`src/rtl/mem_lsu.sv`:
```
// Memory-stage LSU: lane alignment, misalignment faults and a background store buffer; load 1+wait cycles, store/other 1.
// Backpressure: combinational stall on pending load (waitrequest/hazard), full buffer, or fence with stores outstanding.
package mem_lsu_pkg;
    typedef enum logic [1:0] {
        OP_LS_BYTE     = 2'd0,
        OP_LS_HALFWORD = 2'd1,
        OP_LS_WORD     = 2'd2
    } ls_op_t;
endpackage

module mem_lsu #(
    parameter int DATA_WIDTH = 32,
    parameter int BE_WIDTH   = DATA_WIDTH / 8,
    parameter int ADDR_WIDTH = 32,
    parameter int SB_DEPTH   = 4
) (
    input  logic                  clock,
    input  logic                  reset_n,
    input  logic                  in_valid,
    input  logic                  load_inst,
    input  logic                  store_inst,
    input  logic [1:0]            ls_op,
    input  logic                  ls_sext,
    input  logic                  fence,
    input  logic [ADDR_WIDTH-1:0] agu_result,
    input  logic [31:0]           st_data,
    input  logic [4:0]            dest_reg,
    input  logic                  dest_reg_valid,
    output logic                  cache_rd,
    output logic                  cache_wr,
    output logic [ADDR_WIDTH-1:0] cache_addr,
    output logic [DATA_WIDTH-1:0] cache_wr_data,
    output logic [BE_WIDTH-1:0]   cache_wr_be,
    input  logic [DATA_WIDTH-1:0] cache_data,
    input  logic                  cache_waitrequest,
    output logic                  stall,
    output logic [31:0]           result,
    output logic                  result_valid,
    output logic [4:0]            result_reg,
    output logic                  result_reg_valid,
    output logic                  addr_fault,
    output logic                  sb_empty
);
    import mem_lsu_pkg::*;

    localparam int OFF_W  = $clog2(BE_WIDTH);
    localparam int LANE_W = OFF_W + 3;
    localparam int PTR_W  = $clog2(SB_DEPTH);
    localparam int WA_W   = ADDR_WIDTH - OFF_W;
    localparam logic [LANE_W-1:0] TOP_BIT = LANE_W'(DATA_WIDTH - 1);

    logic [OFF_W-1:0]  off, off_h, off_w;
    logic [LANE_W-1:0] b_base, h_base, w_base;
    logic [WA_W-1:0]   word_addr;
    logic              misaligned, load_req, store_req, complete;

    assign off       = agu_result[OFF_W-1:0];
    assign off_h     = off & ~OFF_W'(1);
    assign off_w     = off & ~OFF_W'(3);
    assign b_base    = TOP_BIT - {off, 3'b000};
    assign h_base    = TOP_BIT - {off_h, 3'b000};
    assign w_base    = TOP_BIT - {off_w, 3'b000};
    assign word_addr = agu_result[ADDR_WIDTH-1:OFF_W];

    always_comb begin
        misaligned = 1'b0;
        if (ls_op == OP_LS_HALFWORD)
            misaligned = agu_result[0];
        else if (ls_op != OP_LS_BYTE)
            misaligned = |agu_result[1:0];
    end

    assign load_req  = in_valid && load_inst && !misaligned;
    assign store_req = in_valid && store_inst && !misaligned;

    logic [DATA_WIDTH-1:0] wr_lane;
    logic [BE_WIDTH-1:0]   be_lane;

    always_comb begin
        wr_lane = '0;
        be_lane = '0;
        case (ls_op)
            OP_LS_BYTE: begin
                wr_lane[b_base -: 8]     = st_data[7:0];
                be_lane[BE_WIDTH-1]      = 1'b1;
            end
            OP_LS_HALFWORD: begin
                wr_lane[h_base -: 16]    = st_data[15:0];
                be_lane[BE_WIDTH-1 -: 2] = 2'b11;
            end
            default: begin
                wr_lane[w_base -: 32]    = st_data;
                be_lane[BE_WIDTH-1 -: 4] = 4'hF;
            end
        endcase
        be_lane = be_lane >> off;
    end

    logic [7:0]  ld_b;
    logic [15:0] ld_h;
    logic [31:0] ld_w, ld_val;

    assign ld_b = cache_data[b_base -: 8];
    assign ld_h = cache_data[h_base -: 16];
    assign ld_w = cache_data[w_base -: 32];

    always_comb begin
        case (ls_op)
            OP_LS_BYTE:     ld_val = {{24{ls_sext & ld_b[7]}}, ld_b};
            OP_LS_HALFWORD: ld_val = {{16{ls_sext & ld_h[15]}}, ld_h};
            default:        ld_val = ld_w;
        endcase
    end

    logic [WA_W-1:0]       sb_addr [SB_DEPTH];
    logic [DATA_WIDTH-1:0] sb_data [SB_DEPTH];
    logic [BE_WIDTH-1:0]   sb_be   [SB_DEPTH];
    logic [SB_DEPTH-1:0]   sb_vld;
    logic [PTR_W-1:0]      head, tail;
    logic [PTR_W:0]        count;
    logic                  sb_full, wr_held, hazard, enq, deq, load_done;

    always_comb begin
        hazard = 1'b0;
        for (int i = 0; i < SB_DEPTH; i++)
            if (sb_vld[i] && sb_addr[i] == word_addr)
                hazard = 1'b1;
    end

    assign sb_empty = (count == '0);
    assign sb_full  = (count == (PTR_W + 1)'(SB_DEPTH));

    // A write already stuck behind waitrequest keeps the port; otherwise a clean load wins.
    assign cache_rd      = load_req && !hazard && !wr_held;
    assign cache_wr      = !sb_empty && !cache_rd;
    assign cache_addr    = cache_wr ? {{OFF_W{1'b0}}, sb_addr[head]} : {{OFF_W{1'b0}}, word_addr};
    assign cache_wr_data = sb_data[head];
    assign cache_wr_be   = cache_wr ? sb_be[head] : '0;

    assign load_done = cache_rd && !cache_waitrequest;
    assign deq       = cache_wr && !cache_waitrequest;
    assign stall     = (load_req && !load_done) || (store_req && sb_full) || (fence && !sb_empty);
    assign enq       = store_req && !stall;
    assign complete  = in_valid && !stall;

    always_ff @(posedge clock or negedge reset_n) begin
        if (!reset_n) begin
            head    <= '0;
            tail    <= '0;
            count   <= '0;
            sb_vld  <= '0;
            wr_held <= 1'b0;
            for (int i = 0; i < SB_DEPTH; i++) begin
                sb_addr[i] <= '0;
                sb_data[i] <= '0;
                sb_be[i]   <= '0;
            end
        end else begin
            if (enq) begin
                sb_addr[tail] <= word_addr;
                sb_data[tail] <= wr_lane;
                sb_be[tail]   <= be_lane;
                sb_vld[tail]  <= 1'b1;
                tail          <= tail + 1'b1;
            end
            if (deq) begin
                sb_vld[head] <= 1'b0;
                head         <= head + 1'b1;
            end
            if (enq && !deq)
                count <= count + 1'b1;
            else if (!enq && deq)
                count <= count - 1'b1;
            wr_held <= cache_wr && cache_waitrequest;
        end
    end

    always_ff @(posedge clock or negedge reset_n) begin
        if (!reset_n) begin
            result           <= '0;
            result_valid     <= 1'b0;
            result_reg       <= '0;
            result_reg_valid <= 1'b0;
            addr_fault       <= 1'b0;
        end else begin
            result_valid <= complete;
            if (complete) begin
                result           <= load_req ? ld_val : agu_result[31:0];
                result_reg       <= dest_reg;
                result_reg_valid <= dest_reg_valid;
                addr_fault       <= (load_inst || store_inst) && misaligned;
            end
        end
    end
endmodule

```
`config.mk`:
```
export PLATFORM = sky130hd
export DESIGN_NAME = mem_lsu
export DESIGN_NICKNAME = d
export VERILOG_FILES = /design/src/rtl/mem_lsu.sv
export SDC_FILE = /design/constraint.sdc
export NUM_CORES = 1
export LEC_CHECK = 0
export BUFFER_PORTS_ARGS = -buffer_cell sky130_fd_sc_hd__clkbuf_2
export CAP_MARGIN = 0
export CORE_MARGIN = 5
export CORE_UTILIZATION = 45
export CTS_BUF_LIST = sky130_fd_sc_hd__clkbuf_8
export DETAILED_ROUTE_END_ITERATION = 10
export PLACE_DENSITY = 0.63
export SETUP_SLACK_MARGIN = 0.3
export SYNTH_ARGS = -nofsm -noshare
export SYNTH_HDL_FRONTEND = slang
export SYNTH_SLANG_ARGS = --single-unit
```
`constraint.sdc`:
```
create_clock -name clock -period 7.6 [get_ports clock]
set_input_delay 0.76 -clock clock [delete_from_list [all_inputs] [get_ports clock]]
set_output_delay 0.76 -clock clock [all_outputs]
set_load 0.005 [all_outputs]
```
==> impl_summary.md <==
Route
The first detailed-routing pass ran for 5 iterations. The mean routed wirelength per cell is 25.2 µm. The DRC violation total after the first TritonRoute iteration is 1037. The number of antenna-violating nets in the routed design is 0. Summed over all layers, the routed wires come to 50100 µm.

The count of unresolved DRC violations after routing is 0. Dividing the detail-routed via count by the number of cells gives 5.99. The routed layout has 11900 vias.

Global routing
The via count of the first global-routing pass is 12200. The maximum number of pins on one net before global-route repair is 141. The global route total overflow is 0.

The overall track demand over capacity in global routing is 24.1%. The first global-routing pass estimated 76400 µm of wire. The number of antenna violations at the first check in global routing is 2.

CTS
The number of levels the H-tree was split into is 2. Buffers inserted during clock tree synthesis total 55. The clock root buffer is sky130_fd_sc_hd__clkbuf_8. The clock network latency to the later pin of the worst-skew pair is 0.66 ns.

After clock tree synthesis, the flow added hold-fix buffers numbering 0. The sink count of the clock tree is 316. The clock slew at the register clock pins of the worst setup and hold paths is 0.06 ns. The largest buffer count on any clock path is 3.

The number of cells upsized or downsized after cts is 0. The post-CTS setup repair buffer count is 0. The CTS tree is yes.

Timing
Between clock sinks in the finished design, the worst skew comes to 0.0359 ns. Counting I/O delays and the setup requirement, the final critical path takes 5.24 ns. The final number of setup-violating endpoints is 0. The final number of hold-violating endpoints is 0. Setup repair after global routing left no endpoint under its margin. The headroom to the max-slew limit is 17.4%. Dividing the final minimum period by the clock period gives 69.0%. The number of max-slew violations in the final report is 0.

Based on the critical path, the design can be clocked at up to 191 MHz. The worst-margin pin slew is 1.23 ns. For the final routed database, the setup TNS stands at 0 ns.

Setup path
At the worst endpoint, the arrival time is 4.48 ns. The required time of the critical path is 6.84 ns. The worst-case register-to-register setup slack is 3.78 ns. Along the worst path, the maximum fanout reaches 47. The startpoint type of the worst setup path is an input port.

The worst setup path is captured at an output pin. The kind of critical path is in2out.

Place
The final weighted congestion in routability-driven placement is 0.868. The placed instances occupy a cell area of 0.0180 mm². The HPWL after detailed placement is 34200 µm. The count of port buffers added during placement is 221.

Synth
The share of the synthesized area in the top cell type is 47.1%. After synthesis, the cell types taking the most area are sky130_fd_sc_hd__dfrtp_1 (47%), sky130_fd_sc_hd__mux2_2 (17%), sky130_fd_sc_hd__mux4_2 (8.9%). The synthesized design spends more area on one cell type than any other, namely sky130_fd_sc_hd__dfrtp_1. The most instantiated flip-flop cell in the synthesis netlist is sky130_fd_sc_hd__dfrtp_1.

For this run, asynchronously set or reset flops after synthesis account for 100%. The netlist uses 54 different library cells. The synthesized netlist cell count is 1311.

The mean instance size in the synthesized netlist is 12.8 µm². The mapped cell area is 0.0168 mm². The portion of the post-synthesis area used by sequential elements is 47.1%. After synthesis the netlist holds a flip-flop and latch count of 316.

The Yosys step of the flow raised 0 warnings. Yosys mapped a number of flops with a built-in enable equal to 0.

Layout
The finished cells cover 0.0191 mm². In the layout the commonest cells are sky130_fd_sc_hd__dfrtp_1 (314), sky130_fd_sc_hd__mux2_2 (257), sky130_fd_sc_hd__clkbuf_2 (220), sky130_fd_sc_hd__xnor2_1 (103), sky130_fd_sc_hd__inv_1 (98). The commonest non-fill, non-tap cell in the layout is sky130_fd_sc_hd__dfrtp_1. The count of nets after finishing is 1604. From synthesis to final layout, the design area changed by 13.9%. The number of antenna diodes in the final layout is 0. The flip-flop count of the largest register, all copies and words added is 128.

Cells with a size suffix above 1 make up 42.9% of the layout.

Power and ir drop
The largest vdd supply drop is 0.000204 V. For this design the ratio of total power to cell area is 388 mW/mm². The leakage dissipation is 0.00879 µW. After layout, the design draws a total of 7420 µW.

Floorplan
After floorplanning, the core was sized to cover 0.0367 mm². The placement row count is 70. For this configuration, the core starts out at a cell density of 45.7%. The floorplan step set the die height to 203 µm. The floorplan step defined a die boundary enclosing 0.0412 mm². The floorplan step set the die width to 203 µm.

The top-level I/O count is 224.

Hold path
The tightest min-delay check is of the in2async type.

Flow run
Max-cap violations in this run came to 0.

Outcome
The flow ran to the end, and the final reports show no timing, DRC or antenna violations.
## per-layer routing
metal	up-vias	share of wire, %	global-route usage, %
met4	4	3.1	8.48
met3	91	6.7	4.82
met1	6194	42	32.3
met5	-	0.046	0
li1	5152	-	-
met2	458	48	39.3
## final cells by class
type | instances | area [µm²]
clock buffers | 66 | 908
clock inverters | 29 | 156
multi-input cells | 799 | 8040
fillers | 3283 | 17600
well taps | 468 | 586
repair buffers | 234 | 1230
inverters | 76 | 285
flip-flops and latches | 316 | 7910
## worst paths after layout
check / from / end / depth (start not counted)
setup / recovery: ls_op[1] / cache_addr[29] / 9
hold / removal: reset_n / sb_data[93]$_DFFE_PN0P_ / 1
setup reg to reg: sb_addr[2]$_DFFE_PN0P_ / sb_addr[116]$_DFFE_PN0P_ / 8
hold reg to reg: count[2]$_DFFE_PN0P_ / count[2]$_DFFE_PN0P_ / 1
max in group asynchronous: reset_n / sb_data[18]$_DFFE_PN0P_ / 2
min in group clock: dest_reg[2] / result_reg[2]$_DFFE_PN0P_ / 2
## report_power, final
part	leakage [µW]	switching [µW]	internal [µW]	total, µW
registers	0.00389	629	2400	3030
clock network	0.000633	718	816	1530
logic	0.00427	1240	1620	2850
total	0.00879	2580	4840	7420
## synth_stat cells, types with 9 or more instances
cell,number
sky130_fd_sc_hd__a21oi_1,13
sky130_fd_sc_hd__a221oi_1,9
sky130_fd_sc_hd__a222oi_1,15
sky130_fd_sc_hd__a22o_1,9
sky130_fd_sc_hd__a32oi_1,64
sky130_fd_sc_hd__and2_1,20
sky130_fd_sc_hd__buf_1,13
sky130_fd_sc_hd__buf_2,48
sky130_fd_sc_hd__buf_6,12
sky130_fd_sc_hd__clkbuf_1,40
sky130_fd_sc_hd__dfrtp_1,316
sky130_fd_sc_hd__ha_1,9
sky130_fd_sc_hd__inv_1,76
sky130_fd_sc_hd__mux2_1,14
sky130_fd_sc_hd__mux2_2,257
sky130_fd_sc_hd__mux4_2,66
sky130_fd_sc_hd__nand2_1,31
sky130_fd_sc_hd__nand3_1,34
sky130_fd_sc_hd__nand4_1,24
sky130_fd_sc_hd__nor2_1,25
sky130_fd_sc_hd__nor4_1,11
sky130_fd_sc_hd__xnor2_1,103
sky130_fd_sc_hd__xor2_1,19
## metrics by stage
step                      util, %  hold WS (ns)  instances  worst slack (ns)
after floorplan                 -         0.435       1312              4.16
after global placement       49.2         0.457       1893              2.50
after detailed placement     49.2         0.460       1893              2.35
final                        52.1         0.131       1988              2.36
after CTS                    52.1         0.179       1988              2.35
after global routing         52.1         0.208       1988              2.12
## worst max-delay path, cell delays in order
cell and delay (ns):
sky130_fd_sc_hd__clkbuf_2 0.56, sky130_fd_sc_hd__a21oi_1 0.38, sky130_fd_sc_hd__or2_1 0.18, sky130_fd_sc_hd__nand3_2 0.54, sky130_fd_sc_hd__a221oi_1 0.44, sky130_fd_sc_hd__and3_1 0.26
sky130_fd_sc_hd__or2_2 0.79, sky130_fd_sc_hd__mux2_2 0.43, sky130_fd_sc_hd__clkbuf_2 0.11
## cell families after synthesis
kind of cell | synth area share, %
AO/OA/AOI/OAI | 7.51
multiplexers | 27.3
XOR/XNOR | 6.37
buffers and inverters | 5.48
adder cells (fa/ha/maj) | 0.791
other | 0.0224
AND/OR/NAND/NOR | 5.41
flip-flops | 47.1
No activity file was read; power rests on OpenSTA's default activity.
